[config.mk]
export PLATFORM = sky130hd
export DESIGN_NAME = clock_monitor_flat
export DESIGN_NICKNAME = d
export VERILOG_FILES = /design/src/rtl/clock_monitor_pkg.sv /design/src/rtl/clock_monitor_if.sv /design/src/rtl/clock_monitor_sync_edge_detect.sv /design/src/rtl/clock_monitor.sv /design/src/flat_wrapper.sv
export SDC_FILE = /design/constraint.sdc
export NUM_CORES = 1
export LEC_CHECK = 0
export ABC_AREA = 1
export ABC_CLOCK_PERIOD_IN_PS = 1490
export CORE_ASPECT_RATIO = 1.25
export CORE_UTILIZATION = 47
export DETAILED_ROUTE_END_ITERATION = 8
export PLACE_DENSITY_LB_ADDON = 0.12
export SYNTH_ARGS = -nofsm -noshare
export SYNTH_HDL_FRONTEND = slang
export SYNTH_SLANG_ARGS = --single-unit
[constraint.sdc]
create_clock -name clk_in -period 1.49 [get_ports clk_in]
set_clock_uncertainty 0.2 [all_clocks]
set_input_delay 0.2235 -clock clk_in [delete_from_list [all_inputs] [get_ports clk_in]]
set_output_delay 0.2235 -clock clk_in [all_outputs]
set_load 0.1 [all_outputs]
[src/rtl/clock_monitor_pkg.sv]
// clock_monitor_pkg: shared states, default parameters and sizing helper for the clock monitor
package clock_monitor_pkg;
  localparam int NOM_HALF_DEF = 100;
  localparam int TOL_DEF = 2;
  localparam int LOCK_COUNT_DEF = 4;
  localparam int CNT_W_DEF = 8;
  typedef enum logic [1:0] {IDLE, ACQ, LOCKED, LOST} state_e;
  function automatic int gc_width(input int lock_count);
    return $clog2(lock_count + 1);
  endfunction
endpackage

[src/rtl/clock_monitor_if.sv]
// clock_monitor_if: monitored clock input, fault clear and status outputs of the clock monitor
interface clock_monitor_if
  import clock_monitor_pkg::*;
#(
  parameter int CNT_W = CNT_W_DEF
);
  logic clk_mon;
  logic fault_clr;
  logic rise_tick;
  logic fall_tick;
  logic [CNT_W-1:0] half_period;
  logic locked;
  logic fault;
  modport master (
    output clk_mon, fault_clr,
    input  rise_tick, fall_tick, half_period, locked, fault
  );
  modport slave (
    input  clk_mon, fault_clr,
    output rise_tick, fall_tick, half_period, locked, fault
  );
endinterface

[src/rtl/clock_monitor_sync_edge_detect.sv]
// sync_edge_detect: two-flop synchronizer plus history flop, giving raw and registered edge pulses
module sync_edge_detect (
  input  logic clk,
  input  logic rst,
  input  logic d,
  output logic rise,
  output logic fall,
  output logic rise_tick,
  output logic fall_tick
);
  logic s1_q, s2_q, s3_q, rise_tick_q, fall_tick_q;
  logic s1_d, s2_d, s3_d, rise_tick_d, fall_tick_d;
  always_comb begin
    s1_d = d;
    s2_d = s1_q;
    s3_d = s2_q;
    rise = s2_q & ~s3_q;
    fall = ~s2_q & s3_q;
    rise_tick_d = rise;
    fall_tick_d = fall;
  end
  always_ff @(posedge clk) begin
    if (rst) begin
      s1_q <= 1'b0;
      s2_q <= 1'b0;
      s3_q <= 1'b0;
      rise_tick_q <= 1'b0;
      fall_tick_q <= 1'b0;
    end else begin
      s1_q <= s1_d;
      s2_q <= s2_d;
      s3_q <= s3_d;
      rise_tick_q <= rise_tick_d;
      fall_tick_q <= fall_tick_d;
    end
  end
  assign rise_tick = rise_tick_q;
  assign fall_tick = fall_tick_q;
endmodule

[src/rtl/clock_monitor.sv]
// clock_monitor: measures half-periods of a divided clock sampled in clk_in and tracks lock/fault status
module clock_monitor
  import clock_monitor_pkg::*;
#(
  parameter int NOM_HALF = NOM_HALF_DEF,
  parameter int TOL = TOL_DEF,
  parameter int LOCK_COUNT = LOCK_COUNT_DEF,
  parameter int CNT_W = CNT_W_DEF
) (
  input logic clk_in,
  input logic rst,
  clock_monitor_if.slave mon
);
  localparam int GC_W = gc_width(LOCK_COUNT);
  localparam logic [CNT_W-1:0] LO = CNT_W'(NOM_HALF - TOL);
  localparam logic [CNT_W-1:0] HI = CNT_W'(NOM_HALF + TOL);
  localparam logic [CNT_W-1:0] TIMEOUT = CNT_W'(NOM_HALF + TOL + 1);
  localparam logic [CNT_W-1:0] CNT_MAX = '1;
  localparam logic [GC_W-1:0] GC_LOCK = GC_W'(LOCK_COUNT);
  logic rise, fall, edge_det, good, set_fault;
  logic [GC_W-1:0] gc_inc;
  state_e state_q, state_d;
  logic [CNT_W-1:0] cnt_q, cnt_d, half_period_q, half_period_d;
  logic [GC_W-1:0] gc_q, gc_d;
  logic fault_q, fault_d;
  sync_edge_detect u_sync (
    .clk(clk_in),
    .rst(rst),
    .d(mon.clk_mon),
    .rise(rise),
    .fall(fall),
    .rise_tick(mon.rise_tick),
    .fall_tick(mon.fall_tick)
  );
  always_comb begin
    edge_det = rise | fall;
    good = (cnt_q >= LO) && (cnt_q <= HI);
    gc_inc = gc_q + 1'b1;
    cnt_d = edge_det ? CNT_W'(1) : (cnt_q == CNT_MAX ? cnt_q : cnt_q + 1'b1);
    half_period_d = edge_det ? cnt_q : half_period_q;
    state_d = state_q;
    gc_d = gc_q;
    set_fault = 1'b0;
    case (state_q)
      IDLE, LOST: begin
        if (edge_det) begin
          state_d = ACQ;
          gc_d = '0;
        end
      end
      ACQ: begin
        if (edge_det) begin
          gc_d = good ? gc_inc : '0;
          state_d = (good && gc_inc == GC_LOCK) ? LOCKED : ACQ;
        end
      end
      LOCKED: begin
        // a stopped clock never produces an edge, so the counter itself flags the loss
        if (edge_det ? !good : cnt_q == TIMEOUT) begin
          state_d = LOST;
          set_fault = 1'b1;
        end
      end
      default: state_d = IDLE;
    endcase
    fault_d = set_fault | (fault_q & ~mon.fault_clr);
  end
  always_ff @(posedge clk_in) begin
    if (rst) begin
      state_q <= IDLE;
      cnt_q <= '0;
      half_period_q <= '0;
      gc_q <= '0;
      fault_q <= 1'b0;
    end else begin
      state_q <= state_d;
      cnt_q <= cnt_d;
      half_period_q <= half_period_d;
      gc_q <= gc_d;
      fault_q <= fault_d;
    end
  end
  assign mon.half_period = half_period_q;
  assign mon.locked = (state_q == LOCKED);
  assign mon.fault = fault_q;
endmodule

[src/flat_wrapper.sv]
// flat-port wrapper written by rule: the top's interface ports become plain ports
module clock_monitor_flat import clock_monitor_pkg::*;
#(
  parameter int NOM_HALF = NOM_HALF_DEF,
  parameter int TOL = TOL_DEF,
  parameter int LOCK_COUNT = LOCK_COUNT_DEF,
  parameter int CNT_W = CNT_W_DEF
)
  (clk_in, rst, mon_clk_mon, mon_fault_clr, mon_rise_tick, mon_fall_tick, mon_half_period, mon_locked, mon_fault);
  clock_monitor_if #(.CNT_W(CNT_W)) mon_i ();
  input logic clk_in;
  input logic rst;
  input wire logic [$bits(mon_i.clk_mon)-1:0] mon_clk_mon;
  input wire logic [$bits(mon_i.fault_clr)-1:0] mon_fault_clr;
  output wire logic [$bits(mon_i.rise_tick)-1:0] mon_rise_tick;
  output wire logic [$bits(mon_i.fall_tick)-1:0] mon_fall_tick;
  output wire logic [$bits(mon_i.half_period)-1:0] mon_half_period;
  output wire logic [$bits(mon_i.locked)-1:0] mon_locked;
  output wire logic [$bits(mon_i.fault)-1:0] mon_fault;
  assign mon_i.clk_mon = mon_clk_mon;
  assign mon_i.fault_clr = mon_fault_clr;
  assign mon_rise_tick = mon_i.rise_tick;
  assign mon_fall_tick = mon_i.fall_tick;
  assign mon_half_period = mon_i.half_period;
  assign mon_locked = mon_i.locked;
  assign mon_fault = mon_i.fault;
  clock_monitor #(.NOM_HALF(NOM_HALF), .TOL(TOL), .LOCK_COUNT(LOCK_COUNT), .CNT_W(CNT_W)) u_core (.clk_in(clk_in), .rst(rst), .mon(mon_i));
endmodule
* After elaboration in Yosys (flattened, before gate mapping)
Index checks and enable logic that the tools add are counted.
** Word-level totals
- Register bits :: 27
- Input port bits :: 4
- Output and inout port bits :: 12
- Logic and storage cells :: 56
** Operators by class
- Add/sub/neg operators :: 2
- $lt $le $gt $ge :: 2
- Equal/unequal tests :: 10
- Mux-type cells :: 14
- Bitwise operators :: 8
- Reductions and logical operators :: 9
** Operators by type and width (count)
- 3-bit 2-to-1 mux :: 3
- 8-bit by 1-bit adder with 8-bit output (second input constant) :: 1
- 8-bit by 7-bit equality test with 1-bit output (second input constant) :: 1
- 8-bit equality test (second input constant) :: 1
- 8-bit by 7-bit >= comparator with 1-bit output (second input constant) :: 1
- 8-bit by 7-bit less-or-equal comparator with 1-bit output (second input constant) :: 1
- 2-bit 2-to-1 mux :: 4
- 2-bit by 1-bit != test with 1-bit output (second input constant) :: 4
- 2-bit case mux with 3 select lines :: 1
- 3-bit case mux with 2 select lines :: 1
- 3-bit AND reduction :: 2
- 1-bit 2-to-1 mux :: 5
- 2-bit equality test (second input constant) :: 2
- 2-bit OR reduction :: 2
- 3-bit by 1-bit adder with 3-bit output (second input constant) :: 1
- 1-bit AND :: 3
- 3-bit equality test (second input constant) :: 1
- 1-bit NOT :: 3
- 2-bit by 1-bit equality test with 1-bit output (second input constant) :: 1
- 1-bit logical AND :: 2
- 2-bit logical NOT :: 1
- 1-bit OR :: 2
- 2-bit nonzero test :: 1
- 1-bit logical NOT :: 1

* Depth between registers and ports, before layout
Gate-level depths: netlist of run 1.
- Depth after elaboration :: 7
- Mapped depth :: 10
- Mapped depth without buffers :: 10

* Hierarchy
From an unflattened synthesis of run 1, not the netlist that was laid out.
** Second synthesis, totals
- Cells, all modules :: 171
- Area, all modules :: 1249.9 µm²
** Modules (own cells, without submodules)
- clock_monitor :: times used 1, cells an instance 153, area an instance 1093.5 µm², seq. area each 440.4 µm²
- sync_edge_detect :: times used 1, cells an instance 18, area an instance 156.4 µm², seq. area each 100.1 µm²

* Worst setup path before layout of run 1
OpenSTA, ideal clock, no wires.
- Kind :: register to register
- From :: register u_core.state_q[0]
- To :: register u_core.state_q[0]
- Setup time :: 0.115 ns
- Data arrival time :: 1.652 ns
- Required time :: 1.175 ns
- Setup slack :: -0.477 ns
- Stages on the path, launching flop included :: 8
- Clock period less this slack :: 1.967 ns
- Cells stage by stage :: dfxtp_1 inv_1 ha_1 inv_1 nand2_1 nand2_1 o21ai_0 inv_1
** RTL lines
- start: declaration :: line clock_monitor.sv:22 : state_e state_q, state_d;
- start signal: assignment :: line clock_monitor.sv:76 : state_q <= state_d;
- 2-bit equality test *
- via mon_locked :: line flat_wrapper.sv:18 : output wire logic [$bits(mon_i.locked)-1:0] mon_locked;
- 2-bit by 1-bit != test with 1-bit output (no source line)
- 3-bit AND reduction (no source line)
Mark *: on every way through the listed nets, which the timed path passes. The rest lies on a longest branch.
A chain may end at the register's enable or synchronous reset.

* Worst setup path in the final report of run 1
- From :: register u_core.cnt_q[1]
- To :: register u_core.gc_q[2]
** On the way
- Longest elaborated chain between the ends :: 5
** RTL lines
- start: declaration :: line clock_monitor.sv:23 : logic [CNT_W-1:0] cnt_q, cnt_d, half_period_q, half_period_d;
- start signal: assignment :: line clock_monitor.sv:77 : cnt_q <= cnt_d;
- 8-bit by 7-bit >= comparator with 1-bit output / 8-bit by 7-bit less-or-equal comparator with 1-bit output (equally long branches) :: line clock_monitor.sv:37 : good = (cnt_q >= LO) && (cnt_q <= HI);
- 1-bit logical AND * :: line clock_monitor.sv:37
- 3-bit 2-to-1 mux * :: line clock_monitor.sv:53 : gc_d = good ? gc_inc : '0;
- 3-bit 2-to-1 mux * :: line clock_monitor.sv:52 : if (edge_det) begin
- 3-bit case mux with 2 select lines * :: line clock_monitor.sv:44 : case (state_q)
- end signal: assignment :: line clock_monitor.sv:79 : gc_q <= gc_d;
- end: declaration :: line clock_monitor.sv:24 : logic [GC_W-1:0] gc_q, gc_d;
Every way passes the cells marked *; elsewhere a longest branch is shown, timed or not. The select of a mux whose other input is x is not followed.

==> impl_results.md, run 1 <==
- Max IR drop VDD: around 0.00074 V
- Register area share after synthesis: 0.450
- TritonRoute pass-1 iters: 4
- Final slew viol count: 0
- Vias in the first global route: 1111
- Post-synth top area share: 0.450
- Fillers: ~170
- Io pins: 16
- Worst path arrival time: between 1500 and 2000 ps
- Routability-driven placement congestion ratio: 0.865
- Leak: 0.804 nW
- DRC viols: 0
- Hold slack: around 180 ps
- Antenna violations before repair: 0
- Pwr Density: roughly 1000 nW/um^2
- FMAX: 606 MHz
- Width of the die: 47.2 um
- Setup Crit Path Kind: register to register
- Area of the multi-input gates: approximately 700 sq um
- Die Ht: a little under 60 um
- Per-cell routed wire length: around 14 um
- Class of the worst hold path: primary input to register
- Layout Cells excl Fill: 236
- Fin nets: about 220
- Final ANT Viol Nets: 0
- Seq. cell area: about 560 sq um
- Effective utilization at floorplan: 0.494
- Rows: 20
- Post-Syn Nets: roughly 170
- Failing checks: negative setup slack
- Antenna cells: 0
- RSZ-0062 raised after global routing: true
- Clk root buf: clkbuf_4
- Warning count from the yosys run: 0
- Slew headroom: 0.747
- CTS Buffer Depth: 2
- Startpoint types: register
- Post-synth top area cell: dfxtp_1
- Core Region: 2430 sq um
- Layout area overhead: 59.2%
- Cells after synthesis: 160
- Max Cap Viol: 0
- Clock Latency Late Sink: 340 ps
- Largest net degree at the start of global routing: 16
- Synth area leaders: dfxtp_1 (45%), ha_1 (8.3%), inv_1 (7.5%)
- Critical Path End Type: register
- Syn Area/Cell: about 7.5 sq um
- Worst-Margin Slew: between 300 and 400 ps
- Total GRT Usage: 0.225
- Final hold vios: 0
- Mapped Area: approximately 1200 sq um
- First-pass GRT wire length: ~4500 um
- CTS buffer count: 3
- Die ar.: about 2800 sq um
- Post-synth cell types: 19
- CTS tree: built
- H-tree level count: 1
- Share of layout cells above drive strength 1: 0.453
- Routed WL: approximately 3200 um
- Final WS setup: -160 ps
- Global route overflow: 0
- Fin crit share: 1.11
- Status: complete, but fails checks
- Vias: 1211
- Port bufs: 15
- Clk sinks: 27
- #FFs+latches synth: 27
- Final setup fails: 13
- Initial drt markers: 35
- Minimum clock period after layout: roughly 1700 ps
- CP Max Fanout: 6
- Placed Cells: roughly 220
- Vias/cell: 5.13
- Detail Placement HPWL: slightly above 2000 um
- Clock Pin Slew Worst Setup and Hold Paths: 150 ps
- Data required time of the worst path: around 1600 ps
[synthesized netlist by cell type]
| cell | count |
|---|---|
| a211oi_1 | 1 |
| a21oi_1 | 14 |
| a21oi_2 | 1 |
| a31oi_1 | 2 |
| clkbuf_1 | 2 |
| dfxtp_1 | 27 |
| ha_1 | 8 |
| inv_1 | 24 |
| inv_2 | 4 |
| nand2_1 | 23 |
| nand2_2 | 2 |
| nand3_1 | 5 |
| nand4_1 | 1 |
| nor2_1 | 21 |
| nor2_2 | 4 |
| o21ai_0 | 16 |
| o21ai_1 | 2 |
| or2_1 | 1 |
| xor2_1 | 2 |
[area by class of cell]
type,count,share of cell area
clock buffer,3,0.0118
clock inverter,1,0.00262
inverter,28,0.0576
multi-input combinational,103,0.367
sequential,27,0.295
tap,33,0.0216
timing repair buffer,41,0.244
[cell families (layout without fill, tap and decap cells)]
group                      count (synthesis)  in the layout  synth area share
buffers and inverters                     30             73            0.0938
AOI/OAI and AO/OA                         36             36             0.157
and+or+nand+nor                           57             57             0.200
DFF                                       27             27             0.450
adders and majority gates                  8              8            0.0834
xor gates and xnor gates                   2              2            0.0146
[per-stage QoR]
step / area (sq um) / setup TNS [ps] / utilization / worst slack (ps) / power [W]
2_1_floorplan: 1240 / 0 / - / 0.575 / 0.00124
3_3_place_gp: 1680 / -157 / 0.690 / -65.1 / 0.00144
3_5_place_dp: 1680 / -835 / 0.690 / -128 / 0.00146
4_1_cts: 1740 / -661 / 0.719 / -104 / 0.00179
5_1_grt: 1910 / -2310 / 0.787 / -221 / 0.00197
6_report: 1910 / -1100 / 0.787 / -160 / 0.00188
[final timing paths]
path | from | endpoint | slack (ps) | cells past startpoint
min reg2reg | u_core.u_sync.s1_q | u_core.u_sync.s2_q | 210 | 2
max | u_core.cnt_q[1] | u_core.gc_q[2] | -160 | 8
min | mon_clk_mon | u_core.u_sync.s1_q | 180 | 3
max reg2reg | u_core.cnt_q[1] | u_core.gc_q[2] | -160 | 8
[cell usage in the layout, fill, tap and decap left out, types with 2 or more instances in the layout]
| cell | instances |
|---|---|
| inv_4 | 2 |
| dfxtp_4 | 3 |
| nor2_1 | 17 |
| clkdlybuf4s50_1 | 3 |
| ha_4 | 4 |
| xor2_1 | 2 |
| nand2_2 | 6 |
| inv_2 | 5 |
| clkbuf_4 | 3 |
| buf_12 | 12 |
| ha_1 | 3 |
| nand2_1 | 17 |
| a21oi_2 | 2 |
| dfxtp_2 | 10 |
| a21oi_1 | 13 |
| buf_4 | 26 |
| o21ai_0 | 7 |
| dfxtp_1 | 14 |
| nand3_1 | 4 |
| nor2_4 | 5 |
| nand2_4 | 2 |
| inv_1 | 21 |
| o21ai_2 | 5 |
| nor2_2 | 3 |
| o21ai_1 | 6 |
[repair_timing]
item / in CTS / in global routing
resized for setup: 10 / 42
setup buffers: 4 / 4
pin swaps: 5 / 13
setup endpoints to repair: 14 / 21
hold buffers: 0 / 0
[worst max-delay path, cell delays in order (launching register included)]
cell and delay (ps):
dfxtp_4 410, nand2_1 170, nor2_2 80, nor2_4 130, nand2_2 80, nor2_4 120, inv_2 40, or2_1 230
a21oi_2 140
[state kept, by name, indices dropped and copies added (netlist names)]
| name | flops |
|---|---|
| u_core.gc_q | 3 |
| u_core.u_sync.s3_q | 1 |
| u_core.cnt_q | 8 |
| u_core.u_sync.s1_q | 1 |
| u_core.mon.half_period | 8 |
| u_core.u_sync.rise_tick | 1 |
| u_core.u_sync.s2_q | 1 |
| u_core.u_sync.fall_tick | 1 |
| u_core.state_q | 2 |
| u_core.mon.fault | 1 |
[metal layers]
| metal | up-vias | part of all wire | global-route usage |
|---|---|---|---|
| met1 | 575 | 0.39 | 0.247 |
| met3 | 11 | 0.027 | 0.0399 |
| met4 | 0 | 0.026 | 0.102 |
| met2 | 28 | 0.55 | 0.401 |
| met5 | - | 0 | 0 |
| li1 | 597 | - | - |
[power by group]
group	internal [W]	switching, W
registers	0.000779	0.0000566
clock network	0.000101	0.000232
logic	0.000295	0.000420
total	0.00118	0.000709
(Power assumes the default switching activity.)
==> run 2: changes to the inputs <==
--- a/config.mk
+++ b/config.mk
@@ -11,6 +11,7 @@
 export CORE_UTILIZATION = 47
 export DETAILED_ROUTE_END_ITERATION = 8
 export PLACE_DENSITY_LB_ADDON = 0.12
+export SLEW_MARGIN = 40
 export SYNTH_ARGS = -nofsm -noshare
 export SYNTH_HDL_FRONTEND = slang
 export SYNTH_SLANG_ARGS = --single-unit
==> results of run 2 <==
Final layout, timing and power as in run 1 (identical DEF).
==> run 3: changes to the inputs <==
--- a/config.mk
+++ b/config.mk
@@ -6,9 +6,9 @@
 export NUM_CORES = 1
 export LEC_CHECK = 0
 export ABC_AREA = 1
-export ABC_CLOCK_PERIOD_IN_PS = 1490
+export ABC_CLOCK_PERIOD_IN_PS = 1980
 export CORE_ASPECT_RATIO = 1.25
-export CORE_UTILIZATION = 47
+export CORE_UTILIZATION = 57
 export DETAILED_ROUTE_END_ITERATION = 8
 export PLACE_DENSITY_LB_ADDON = 0.12
 export SLEW_MARGIN = 40
==> constraint.sdc (replaced) <==
create_clock -name clk_in -period 1.98 [get_ports clk_in]
set_clock_uncertainty 0.2 [all_clocks]
set_input_delay 0.297 -clock clk_in [delete_from_list [all_inputs] [get_ports clk_in]]
set_output_delay 0.297 -clock clk_in [all_outputs]
set_load 0.1 [all_outputs]
==> run 3 against run 2 <==
The flow now finishes without violations. Clock-buffer cell count did not move. Via count fell by 16%. Worst hold slack improved by 44 ps. Non-clock buffer count shrank 25. Routed wire length is 29% lower. Sequential power is 27% lower. Fmax is 10% lower.
==> impl_results.md, run 3 (synthesis gave the netlist of run 1 again) <==
- Final ANT Viol Nets: 0 (unchanged)
- Max Cap Viol: 0 (unchanged)
- Minimum clock period after layout: 1840 ps (was 1650 ps)
- Class of the worst hold path: register to register (was primary input to register)
- Die ar.: 2290 sq um (was 2760 sq um)
- Clk root buf: clkbuf_4 (unchanged)
- Final hold vios: 0 (unchanged)
- Final slew viol count: 0 (unchanged)
- FMAX: 544 MHz (was 606 MHz)
- Port bufs: 15 (unchanged)
- First-pass GRT wire length: 3760 um (was 4490 um)
- Vias: 1021 (was 1211)
- Slew headroom: 0.807 (was 0.747)
- Commonest non-fill, non-tap cell in the layout: dfxtp_1 (was buf_4)
- Total GRT Usage: 0.224 (was 0.225)
- Die Ht: 53.3 um (was 58.5 um)
- Pwr Density: 846 nW/um^2 (was 986 nW/um^2)
- Antenna cells: 0 (unchanged)
- Hold_buf cts: 0 (unchanged)
- Final setup fails: 0 (was 13)
- Routed WL: 2290 um (was 3220 um)
- Width of the die: 43.0 um (was 47.2 um)
- Leak: 0.639 nW (was 0.804 nW)
- Global route hottest layer: met2 (unchanged)
- Clk sinks: 27 (unchanged)
- Startpoint types: register (unchanged)
- Largest net degree at the start of global routing: 20 (was 16)
- Io pins: 16 (unchanged)
- Hold slack: 227 ps (was 183 ps)
- Clock Pin Slew Worst Setup and Hold Paths: 150 ps (about the same)
- H-tree level count: 1 (unchanged)
- Commonest non-fill, non-tap cells in the layout: dfxtp_1 (27), inv_1 (24), nand2_1 (23) (was buf_4 (26), inv_1 (21), nand2_1 (17), nor2_1 (17), dfxtp_1 (14))
- Rows: 18 (was 20)
- Met2 Use GR: 0.402 (was 0.401)
- CTS tree: built (unchanged)
- Vias/cell: 5.16 (was 5.13)
- Global route overflow: 0 (unchanged)
- Slowest-stage cell, CP: ha_1 (was dfxtp_4)
- Fin nets: 191 (was 216)
- Share of layout cells above drive strength 1: 0.163 (was 0.453)
- Status: completed (was complete, but fails checks)
- Critical Path End Type: register (unchanged)
- CTS Buffer Depth: 2 (unchanged)
- Met3 usage: 0.0205 (was 0.0399)
- CP Buf/Inv Count: 3 (was 1)
- Fin util: 0.753 (was 0.787)
- Initial drt markers: 26 (was 35)
- R2R setup slack: 140 ps (was -160 ps)
- Routability-driven placement congestion ratio: 0.772 (was 0.865)
- TritonRoute pass-1 iters: 4 (unchanged)
- DRC viols: 0 (unchanged)
- Setup Crit Path Kind: register to register (unchanged)
- Effective utilization at floorplan: 0.605 (was 0.494)
- Core Region: 1980 sq um (was 2430 sq um)
- Detail Placement HPWL: 1790 um (was 2030 um)
- Layout area overhead: 24.4% (was 59.2%)
- Data required time of the worst path: 2060 ps (was 1580 ps)
- Worst path arrival time: 1920 ps (was 1740 ps)
- Clock Latency Late Sink: 330 ps (was 340 ps)
- Fillers: 156 (was 165)
- Vias in the first global route: 916 (was 1111)
- Slowest cell delay on critical path: 370 ps (was 410 ps)
- Fin crit share: 0.928 (was 1.11)
- GRT met1 Usage: 0.254 (was 0.247)
- Setup_tns: 0 ps (was -1100 ps)
- Per-cell routed wire length: 11.6 um (was 13.6 um)
- Crit path cell chain: inv_1, ha_1, inv_4, nand2_1, nor2_2, inv_2, or2_1, a21oi_2 (was nand2_1, nor2_2, nor2_4, nand2_2, nor2_4, inv_2, or2_1, a21oi_2)
- RSZ-0062 raised after global routing: false (was true)
- Max IR drop VDD: 0.000705 V (was 0.000743 V)
- Worst-Margin Slew: 286 ps (was 375 ps)
- Worst path top cell family by delay: simple AND/OR/NAND/NOR gates (unchanged)
- CTS buffer count: 3 (unchanged)
- Antenna violations before repair: 0 (unchanged)
- CP Max Fanout: 19 (was 6)
==> run 3: cell types whose count changed in the layout (fill, tap and decap cells not counted), sizes merged <==
cell,delta
buf,-25
clkinvlp,+1
clkinv,-1
==> run 3: per-layer routing <==
layer,part of all wire,wire length (um)
met1,0.42,963
met2,0.53,1220
met3,0.022,51
met4,0.024,55
met5,0,0
==> run 3: area by class of cell <==
| type | count | area, sq um | area share |
|---|---|---|---|
| Clock buffer | 3 | 22.5 | 0.0151 |
| Clock inverter | 1 | 7.51 | 0.00503 |
| Inverter | 28 | 108 | 0.0721 |
| Multi-Input combinational cell | 103 | 549 | 0.368 |
| Sequential cell | 27 | 541 | 0.362 |
| Tap cell | 20 | 25.0 | 0.0168 |
| Timing Repair Buffer | 16 | 240 | 0.161 |
==> run 3: final timing paths <==
kind	from	to	cells past startpoint
worst max-delay path	u_core.u_sync.s2_q	u_core.gc_q[2]	8
worst min-delay path	u_core.u_sync.s1_q	u_core.u_sync.s2_q	2
worst max register to register	u_core.u_sync.s2_q	u_core.gc_q[2]	8
worst min register to register	u_core.u_sync.s1_q	u_core.u_sync.s2_q	2
==> run 3: worst register-to-register path: stages (launching register included) <==
cell	delay (ps)
dfxtp_1	360
inv_1	60
ha_1	370
inv_4	180
nand2_1	90
nor2_2	140
inv_2	50
or2_1	210
a21oi_2	120
==> run 3: what timing repair did <==
item                       in CTS  in global routing
gates resized for setup         0                  2
setup endpoints to repair       0                  3
buffers inserted                0                  0
==> run 3: report_power, final <==
part           total, W  leakage [nW]  switching (W)  internal, W
Combinational  0.000408         0.405       0.000270     0.000138
Clock          0.000247        0.0139       0.000169    0.0000776
Sequential     0.000608         0.220      0.0000297     0.000579
Total           0.00126         0.639       0.000469     0.000795
==> run 3: per-stage QoR <==
step,cell area [sq um],cells,total power [W],setup slack (ps)
after detailed placement,1460,194,0.00103,105
after floorplan,1200,160,0.000902,12.9
after global routing,1490,198,0.00133,20.4
after CTS,1490,198,0.00127,62.3
after global placement,1460,194,0.00102,203
final,1490,198,0.00126,143
